--- src/rtl/decode_stage_hz.sv ---
// RV32I decode stage: register file, control/ALU decode, immediates, load-use hazard
// detection and the ID/EX pipeline register. Optional macro: DECODE_WB_BYPASS_EN.
module decode_stage_hz #(
  parameter int unsigned XLEN   = 32,
  parameter int unsigned ADDR_W = 5
) (
  input  logic              clk,
  input  logic              rst,
  input  logic [31:0]       InstrD,
  input  logic [XLEN-1:0]   PCD,
  input  logic [XLEN-1:0]   PCPlus4D,
  input  logic              ValidD,
  input  logic              FlushE,
  input  logic              RegWriteW,
  input  logic [ADDR_W-1:0] RDW,
  input  logic [XLEN-1:0]   ResultW,
  output logic              StallD,
  output logic              ValidE,
  output logic              RegWriteE,
  output logic              ALUSrcE,
  output logic              MemWriteE,
  output logic              ResultSrcE,
  output logic              BranchE,
  output logic [2:0]        ALUControlE,
  output logic [XLEN-1:0]   RD1_E,
  output logic [XLEN-1:0]   RD2_E,
  output logic [XLEN-1:0]   Imm_Ext_E,
  output logic [XLEN-1:0]   PCE,
  output logic [XLEN-1:0]   PCPlus4E,
  output logic [ADDR_W-1:0] RD_E,
  output logic [ADDR_W-1:0] RS1_E,
  output logic [ADDR_W-1:0] RS2_E
);

  localparam int unsigned NREG = 2 ** ADDR_W;

  localparam logic [6:0] OpLoad  = 7'b0000011;
  localparam logic [6:0] OpStore = 7'b0100011;
  localparam logic [6:0] OpR     = 7'b0110011;
  localparam logic [6:0] OpIAlu  = 7'b0010011;
  localparam logic [6:0] OpBeq   = 7'b1100011;

  localparam logic [2:0] AluAdd = 3'b000;
  localparam logic [2:0] AluSub = 3'b001;
  localparam logic [2:0] AluAnd = 3'b010;
  localparam logic [2:0] AluOr  = 3'b011;
  localparam logic [2:0] AluSlt = 3'b101;

  typedef enum logic [1:0] {ImmI, ImmS, ImmB} imm_src_e;

  // Instruction fields
  logic [6:0]        opcode;
  logic [2:0]        funct3;
  logic              funct7_b5;
  logic [ADDR_W-1:0] rs1_d, rs2_d, rd_d;

  assign opcode    = InstrD[6:0];
  assign funct3    = InstrD[14:12];
  assign funct7_b5 = InstrD[30];
  assign rs1_d     = InstrD[15 +: ADDR_W];
  assign rs2_d     = InstrD[20 +: ADDR_W];
  assign rd_d      = InstrD[7 +: ADDR_W];

  // Register file
  logic [XLEN-1:0] rf_q [NREG];
  logic [XLEN-1:0] rd1_d, rd2_d;

  always_ff @(posedge clk or negedge rst) begin
    if (!rst) begin
      for (int i = 0; i < NREG; i++) begin
        rf_q[i] <= '0;
      end
    end else if (RegWriteW && (RDW != '0)) begin
      rf_q[RDW] <= ResultW;
    end
  end

`ifdef DECODE_WB_BYPASS_EN
  // Write-through: a writeback to the register being read is visible in the same cycle.
  always_comb begin
    rd1_d = '0;
    rd2_d = '0;
    if (rs1_d != '0) begin
      rd1_d = (RegWriteW && (RDW == rs1_d)) ? ResultW : rf_q[rs1_d];
    end
    if (rs2_d != '0) begin
      rd2_d = (RegWriteW && (RDW == rs2_d)) ? ResultW : rf_q[rs2_d];
    end
  end
`else
  always_comb begin
    rd1_d = '0;
    rd2_d = '0;
    if (rs1_d != '0) begin
      rd1_d = rf_q[rs1_d];
    end
    if (rs2_d != '0) begin
      rd2_d = rf_q[rs2_d];
    end
  end
`endif

  // Main decode
  logic     reg_write_d, alu_src_d, mem_write_d, result_src_d, branch_d;
  imm_src_e imm_src;
  logic     is_r_type, is_alu_op;

  always_comb begin
    reg_write_d  = 1'b0;
    alu_src_d    = 1'b0;
    mem_write_d  = 1'b0;
    result_src_d = 1'b0;
    branch_d     = 1'b0;
    imm_src      = ImmI;
    is_r_type    = 1'b0;
    is_alu_op    = 1'b0;
    unique case (opcode)
      OpLoad: begin
        reg_write_d  = 1'b1;
        alu_src_d    = 1'b1;
        result_src_d = 1'b1;
        imm_src      = ImmI;
      end
      OpStore: begin
        mem_write_d = 1'b1;
        alu_src_d   = 1'b1;
        imm_src     = ImmS;
      end
      OpR: begin
        reg_write_d = 1'b1;
        is_r_type   = 1'b1;
        is_alu_op   = 1'b1;
      end
      OpIAlu: begin
        reg_write_d = 1'b1;
        alu_src_d   = 1'b1;
        imm_src     = ImmI;
        is_alu_op   = 1'b1;
      end
      OpBeq: begin
        branch_d = 1'b1;
        imm_src  = ImmB;
      end
      default: ;
    endcase
  end

  // ALU decode
  logic [2:0] alu_ctrl_d;

  always_comb begin
    alu_ctrl_d = AluAdd;
    if (opcode == OpBeq) begin
      alu_ctrl_d = AluSub;
    end else if (is_alu_op) begin
      unique case (funct3)
        3'b000:  alu_ctrl_d = (is_r_type && funct7_b5) ? AluSub : AluAdd;
        3'b010:  alu_ctrl_d = AluSlt;
        3'b110:  alu_ctrl_d = AluOr;
        3'b111:  alu_ctrl_d = AluAnd;
        default: alu_ctrl_d = AluAdd;
      endcase
    end
  end

  // Immediate generation
  logic [XLEN-1:0] imm_d;

  always_comb begin
    imm_d = '0;
    unique case (imm_src)
      ImmI: imm_d = {{(XLEN-12){InstrD[31]}}, InstrD[31:20]};
      ImmS: imm_d = {{(XLEN-12){InstrD[31]}}, InstrD[31:25], InstrD[11:7]};
      ImmB: imm_d = {{(XLEN-13){InstrD[31]}}, InstrD[31], InstrD[7], InstrD[30:25],
                     InstrD[11:8], 1'b0};
      default: imm_d = '0;
    endcase
  end

  // ID/EX register
  logic              valid_e_q, reg_write_e_q, alu_src_e_q, mem_write_e_q;
  logic              result_src_e_q, branch_e_q;
  logic [2:0]        alu_ctrl_e_q;
  logic [XLEN-1:0]   rd1_e_q, rd2_e_q, imm_e_q, pc_e_q, pc_plus4_e_q;
  logic [ADDR_W-1:0] rd_e_q, rs1_e_q, rs2_e_q;

  // Load-use: rs2 is compared even for I-type, which may stall needlessly but never wrongly.
  assign StallD = valid_e_q & result_src_e_q & (rd_e_q != '0) &
                  ((rd_e_q == rs1_d) | (rd_e_q == rs2_d));

  logic bubble;
  logic ctrl_en;

  assign bubble  = FlushE | StallD;
  assign ctrl_en = ~bubble & ValidD;

  always_ff @(posedge clk or negedge rst) begin
    if (!rst) begin
      valid_e_q      <= 1'b0;
      reg_write_e_q  <= 1'b0;
      alu_src_e_q    <= 1'b0;
      mem_write_e_q  <= 1'b0;
      result_src_e_q <= 1'b0;
      branch_e_q     <= 1'b0;
      alu_ctrl_e_q   <= 3'b000;
      rd1_e_q        <= '0;
      rd2_e_q        <= '0;
      imm_e_q        <= '0;
      pc_e_q         <= '0;
      pc_plus4_e_q   <= '0;
      rd_e_q         <= '0;
      rs1_e_q        <= '0;
      rs2_e_q        <= '0;
    end else begin
      valid_e_q      <= ctrl_en;
      reg_write_e_q  <= ctrl_en & reg_write_d;
      alu_src_e_q    <= ctrl_en & alu_src_d;
      mem_write_e_q  <= ctrl_en & mem_write_d;
      result_src_e_q <= ctrl_en & result_src_d;
      branch_e_q     <= ctrl_en & branch_d;
      alu_ctrl_e_q   <= ctrl_en ? alu_ctrl_d : 3'b000;
      // Data and address fields are don't-care in a bubble, so they load unconditionally.
      rd1_e_q        <= rd1_d;
      rd2_e_q        <= rd2_d;
      imm_e_q        <= imm_d;
      pc_e_q         <= PCD;
      pc_plus4_e_q   <= PCPlus4D;
      rd_e_q         <= rd_d;
      rs1_e_q        <= rs1_d;
      rs2_e_q        <= rs2_d;
    end
  end

  assign ValidE      = valid_e_q;
  assign RegWriteE   = reg_write_e_q;
  assign ALUSrcE     = alu_src_e_q;
  assign MemWriteE   = mem_write_e_q;
  assign ResultSrcE  = result_src_e_q;
  assign BranchE     = branch_e_q;
  assign ALUControlE = alu_ctrl_e_q;
  assign RD1_E       = rd1_e_q;
  assign RD2_E       = rd2_e_q;
  assign Imm_Ext_E   = imm_e_q;
  assign PCE         = pc_e_q;
  assign PCPlus4E    = pc_plus4_e_q;
  assign RD_E        = rd_e_q;
  assign RS1_E       = rs1_e_q;
  assign RS2_E       = rs2_e_q;

endmodule

--- config.mk ---
export PLATFORM = sky130hd
export DESIGN_NAME = decode_stage_hz
export DESIGN_NICKNAME = d
export VERILOG_FILES = /design/src/rtl/decode_stage_hz.sv
export SDC_FILE = /design/constraint.sdc
export NUM_CORES = 2
export LEC_CHECK = 0
export ABC_AREA = 1
export BUFFER_PORTS_ARGS = -buffer_cell sky130_fd_sc_hd__buf_2
export CAP_MARGIN = 20
export CORE_UTILIZATION = 32
export DETAILED_ROUTE_END_ITERATION = 6
export HOLD_SLACK_MARGIN = 0.08
export PLACE_DENSITY_LB_ADDON = 0.3
export SLEW_MARGIN = 20
export SYNTH_ARGS = -nofsm -noshare
export SYNTH_HDL_FRONTEND = slang
export SYNTH_SLANG_ARGS = --single-unit
--- constraint.sdc ---
create_clock -name clk -period 2.5 [get_ports clk]
set_clock_uncertainty 0.2 [all_clocks]
set_input_delay 0.375 -clock clk [delete_from_list [all_inputs] [get_ports clk]]
set_output_delay 0.375 -clock clk [all_outputs]
set_load 0.03 [all_outputs]
Yosys cells after proc, flatten, opt, wreduce, memory -nomap -nowiden --
Cells that the tools add are included.
Word-level totals: bits in registers 1208, bits in latches 0, memory bits (writable) 0, ROM bits 0, input port bits 138, output and inout bits 185, logic and storage cells 115, memories kept 0
Cells by class: add/sub/neg operators 0, multiply operators 0, div/mod/pow operators 0, order comparisons 4, equal/unequal tests 12, shift-type cells 0, mux-type cells 25, bitwise logic cells 15, reductions and logical operators 12
Operator list (count):
- 1024-bit bitwise mux | 1
- 32-bit binary-select mux with 5-bit select | 2
- 32-bit two-way mux | 7
- 32-bit demux with 5-bit select | 1
- 32-bit one-hot mux with 3 select lines | 1
- 5-bit nonzero test | 4
- 6-bit greater-or-equal comparator (second input constant) | 3
- 5-bit NOT with 6-bit output | 3
- 7-bit by 6-bit == test with 1-bit output (second input constant) | 2
- 3-bit one-hot mux with 4 select lines | 1
- 5-bit == test | 2
- 1-bit AND | 9
- 3-bit two-way mux | 3
- 1-bit two-way mux | 8
- 7-bit by 2-bit == test with 1-bit output (second input constant) | 1
- 7-bit by 5-bit == test with 1-bit output (second input constant) | 1
- 7-bit == test (second input constant) | 1
- 3-bit == test (second input constant) | 2
- 6-bit by 1-bit < comparator with 1-bit output (second input constant) | 1
- 3-bit OR reduction | 2
- 2-bit one-hot mux with 2 select lines | 1
- 3-bit by 2-bit == test with 1-bit output (second input constant) | 1
- 1-bit logical AND | 3
- 3-bit logical NOT | 1
- other kinds (6) | 7

Longest topological paths before layout --
depth in word-level cells 8, gate-level depth with buffers 12

Least setup slack after synthesis --
No wires, ideal clock.
path type input to output, from input InstrD[20], to output StallD, arrival 1.431 ns, required time 1.925 ns, slack 0.494 ns, cell stages on the path 9, path through buf_2 > buf_2 > buf_2 > xor2_1 > nor2_1 > nand3_1 > nand2_1 > nand2_1 > inv_1
Between the ends: cells in the longest elaborated chain, start to end 3
Ends and longest elaborated chain:
- from (decl) | RTL line 9 | input logic [31:0] InstrD,
- 5-bit == test | RTL line 189 | ((rd_e_q == rs1_d) | (rd_e_q == rs2_d));
- 1-bit bitwise OR | RTL line 189
- 1-bit AND | RTL line 188 | assign StallD = valid_e_q & result_src_e_q & (rd_e_q != '0) &
- to (decl) | RTL line 17 | output logic StallD,
Every way passes these cells.

Final worst setup path --
from register rd_e_q[0], in the netlist RD_E[0], to output StallD
Between the ends: cells in the longest elaborated chain, start to end 3
Ends and longest elaborated chain:
- from (decl) | RTL line 185 | logic [ADDR_W-1:0] rd_e_q, rs1_e_q, rs2_e_q;
- from (signal assigned) | RTL line 228 | rd_e_q <= rd_d;
- 5-bit == test or 5-bit nonzero test (tied branches) | RTL line 189, 188
- 1-bit bitwise OR or 1-bit AND (tied branches) | RTL line 189, 188
- 1-bit AND * | RTL line 188
Every way passes the cells marked *; elsewhere a longest branch is shown, timed or not.

==> reports/summary.md <==
After global routing the overflow that remains totals 0. The logs give 20030 for the number of inserted filler cells in the final layout and 69300 um2 for the cell area after placement. For the final-report hold violation count, the log shows 0. The run finished, with violations left. The synthesized netlist occupies a cell area of 62800 um2. The fraction of registers with async set or reset after synthesis is 100%.

The number of nets handed over by synthesis was 9192. The starting density of the core is 32.2%, and the switching power of the nets is 18700 uW. The simple-gate area share of the yosys netlist was 32.6%. In this run the critical register-to-register path is launched from RD_E[0]$_DFF_PN0_. The tools report the total routing resource utilization after global routing as 26.4%. The worst setup path is captured at an output port. Counting flops with a built-in enable in the synthesized netlist gives 0.

The run gives 7902 as the DRC violation total after the first TritonRoute iteration. In the synthesized netlist, mux cells make up 0% of the area. TritonCTS built the clock tree. The run gives 7 as the detailed-router iteration count before antenna repair. For this run, the register share of the synthesized area comes to 47.4%.

Summing all non-filler instances in the final layout gives an area of 76400 um2. The most frequently used cell type in the post-synthesis netlist was sky130_fd_sc_hd__nand2_1. Sorting the synthesized cells by area gives the leading types as sky130_fd_sc_hd__dfrtp_1 (47%), sky130_fd_sc_hd__nand2_1 (19%), sky130_fd_sc_hd__nand3_1 (9.3%). The largest area contributor in the synthesized netlist was sky130_fd_sc_hd__dfrtp_1. In this run the horizontal extent of the chip is 445 um. Row generation in the floorplan step produced 162 rows. Counting instances in the post-synthesis netlist gives the leading cell types as sky130_fd_sc_hd__nand2_1 (3193), sky130_fd_sc_hd__dfrtp_1 (1189), sky130_fd_sc_hd__nand3_1 (1162). The checks that failed: design-rule violations, negative setup slack. The final worst-path setup slack was -0.0120 ns. For the pin count of the biggest net entering global routing, the log shows 119. At the pin with the least slew margin, the transition time is 0.896 ns. After floorplanning, the core was sized to cover 195000 um2. The run gives 1.92 ns as the data required time of the worst path. In this run the most critical hold path is launched from InstrD[20].

The critical path class is reg -> out. The via count of the first global-routing pass was 60657. No sink is reached through more buffers than the 3 on the longest clock path. The DRC violation count after routing was 1; the post-route fraction of the period consumed by the critical path was 100%.

In this run the tool buffered the top-level ports with 322 buffer cells. Cells with a size suffix above 1 make up 10.1% of the layout. At the end of the flow, the number of nets in the layout was 9497. Type of the most critical hold path: in -> reg.

The tools report the via total after detailed routing as 63727. The clock latency on the worst-skew pair is 0.81 ns, and the relative slew slack is 40.2%. The max-slew violation total from the final report is 0, and the flip-flop and latch count after synthesis is 1189. At the end of the flow the core is filled with cells to 39.2%. The clock input transition at the sequential cells of the worst setup and hold paths is 0.06 ns, and the worst hold slack is 0.114 ns. The synthesized area per cell was 6.93 um2.

The top flip-flop cell by instance count after synthesis was sky130_fd_sc_hd__dfrtp_1. Summing the areas of all xor and xnor instances in the mapped netlist gives 0.0977% of the synthesized area. Max-cap violations in this run came to 0. The area share of fa/ha/maj cells after synthesis is 0%. CTS placed an instance of sky130_fd_sc_hd__clkbuf_16 at the clock tree root.

The H-tree depth was 4. After layout, the minimum clock period comes to 2.51 ns. The static leakage is 0.0374 uW.

The kind of launch point of the worst setup path is a flop. Wires add up to 265 mm. The sequential cells in the finished layout cover a total of 29800 um2. The number of antenna violations at the first check in global routing was 26; the first-pass GRT wire length was 396 mm. The tools report the beginning of the critical path as RD_E[0]$_DFF_PN0_. The floorplan step defined a die boundary enclosing 198000 um2. Dividing the detail-routed wire length by the instance count gives 21.9 um. The worst-case IR drop observed on VDD is 507 uV. Combinational logic is responsible for 20.4% of the overall power. In this run, flip-flops and latches consume 42.5% of the power. The congestion estimate from routability-driven global placement came to 0.898.

The internal power of the cells totals 39600 uW. The clock buffer count from CTS is 142, and the count of endpoints failing setup in the final report is 1. The peak fanout along the critical path was 3; the count of antenna-violating nets left after detailed routing was 0. Setup repair after global routing could not meet its margin everywhere. Dominant combinational cell family by area after synthesis: simple AND/OR/NAND/NOR gates. The synthesized netlist devotes 10.9% of its cell area to compound gates. For the footprint of the multi-input gates, the log shows 27500 um2.

The count of unique library cells instantiated by Yosys is 25, and the clock network fraction of total power is 37.1%. The height of the die was 445 um. Counting every instance in the synthesized netlist gives 9054.

The tools report the count of pins on the block boundary as 323. The half-perimeter wire length after placement came out at 161 mm. Net switching is 32.1% of the power. Data arrives at the worst endpoint at 1.94 ns. During synthesis, Yosys emitted a total of 0 warnings. The area added between synthesis and finish was 21.8%; the top cell type's share of synthesized area was 47.4%. For this run, the top clock speed supported by timing is 398 MHz.

For this design, the sink count on the clock tree is 1189. Total power for the finished layout comes to 58300 uW. Areal power density over the cells: 763 nW/um2. After detailed routing, the number of vias per cell comes to 5.27.
## layout by cell type (no fill, tap or decap), types with 5 or more instances in the layout
cell type,netlist,layout
sky130_fd_sc_hd__nand2_2,0,27
sky130_fd_sc_hd__o211ai_1,31,31
sky130_fd_sc_hd__clkbuf_8,0,29
sky130_fd_sc_hd__diode_2,0,11
sky130_fd_sc_hd__inv_1,708,701
sky130_fd_sc_hd__nand2_1,3193,3166
sky130_fd_sc_hd__o21ai_0,1156,1156
sky130_fd_sc_hd__xor2_1,5,5
sky130_fd_sc_hd__bufinv_16,0,11
sky130_fd_sc_hd__nor2_1,679,672
sky130_fd_sc_hd__a21oi_1,104,103
sky130_fd_sc_hd__nor3_1,7,6
sky130_fd_sc_hd__inv_6,0,6
sky130_fd_sc_hd__buf_4,19,209
sky130_fd_sc_hd__dfrtp_1,1189,1186
sky130_fd_sc_hd__buf_2,77,312
sky130_fd_sc_hd__clkbuf_16,0,149
sky130_fd_sc_hd__nand3_1,1162,1161
sky130_fd_sc_hd__clkbuf_1,548,30
sky130_fd_sc_hd__inv_2,6,12
sky130_fd_sc_hd__dlygate4sd3_1,0,221
sky130_fd_sc_hd__nor2_4,0,10
sky130_fd_sc_hd__clkinv_2,0,22
sky130_fd_sc_hd__o21ai_1,63,63
sky130_fd_sc_hd__buf_12,0,140
sky130_fd_sc_hd__inv_8,0,6
## per-stage QoR
stage          cells  worst slack [ns]  setup TNS (ns)
3_3_place_gp   11611             0.113               0
2_1_floorplan   9054             0.494               0
4_1_cts        12090           -0.0149         -0.0149
3_5_place_dp   11611             0.115               0
5_1_grt        12095           -0.0852          -0.116
6_report       12103           -0.0120         -0.0120
## area by class of cell
| type | instances | area share, % |
|---|---|---|
| multi-input cells | 6414 | 36.0 |
| well taps | 2624 | 4.30 |
| repair buffers | 892 | 10.9 |
| clock inverters | 47 | 0.753 |
| flip-flops and latches | 1189 | 38.9 |
| diodes | 11 | 0.0360 |
| inverters | 720 | 3.58 |
| clock buffers | 206 | 5.50 |
## timing repair
action                                  in CTS  in global routing
hold buffers                               223                  0
setup buffers                                3                  2
resized for setup                            5                 13
endpoints found under the setup margin       1                 22
gates cloned                                 0                  1
hold endpoints to repair                  2113                  0
pin swaps                                    5                  7
## flip-flops by register name, summed over array words and instances, names as in the netlist, 3 cells and up
name / flops
rf_q: 1024
PCE: 32
PCPlus4E: 32
RD1_E: 32
RD2_E: 32
Imm_Ext_E: 13
RD_E: 5
RS1_E: 5
RS2_E: 5
ALUControlE: 3
## power by group through the flow
stage	sequential, uW	clock (uW)	combinational [uW]
2_1_floorplan	24700	0	7280
3_3_place_gp	24900	0	11200
3_5_place_dp	25000	0	11500
4_1_cts	24700	22000	11800
5_1_grt	25100	22700	13500
6_report	24800	21600	11900
## kinds of logic after synthesis
family | after synthesis
flops | 1189
buf+inv | 1451
simple gates | 5051
compound gates | 1356
xor+xnor | 7
## final timing paths
kind	depth (start not counted)	slack (ns)	endpoint
worst max-delay path	7	-0.01	StallD
worst min-delay path	7	0.11	RD2_E[12]$_DFF_PN0_
worst max register to register	9	0.15	ALUSrcE$_DFF_PN0_
worst min register to register	0	0.17	rf_q[1021]$_DFFE_PN0P_
max in group asynchronous	5	0.63	rf_q[277]$_DFFE_PN0P_
min in group asynchronous	3	0.40	rf_q[38]$_DFFE_PN0P_
## layer usage
| layer | GRT usage [%] | up-vias | share of wire [%] | routed length, um |
|---|---|---|---|---|
| met4 | 14.1 | 22 | 5.7 | 15200 |
| met3 | 4.16 | 683 | 8.3 | 22100 |
| met5 | 0 | - | 0.054 | 144 |
| met2 | 42.6 | 3359 | 46 | 121000 |
| met1 | 34.0 | 30478 | 40 | 106000 |
| li1 | - | 29185 | - | - |
## worst max-delay path, stage by stage, from the launching register on
cell and delay (ns):
sky130_fd_sc_hd__dfrtp_1 0.41, sky130_fd_sc_hd__xor2_1 0.17, sky130_fd_sc_hd__nor2_1 0.12, sky130_fd_sc_hd__nand3_1 0.09, sky130_fd_sc_hd__nand2_1 0.10, sky130_fd_sc_hd__nand2_2 0.07, sky130_fd_sc_hd__inv_2 0.06, sky130_fd_sc_hd__buf_6 0.12
Power figures use the tool's default switching activity.
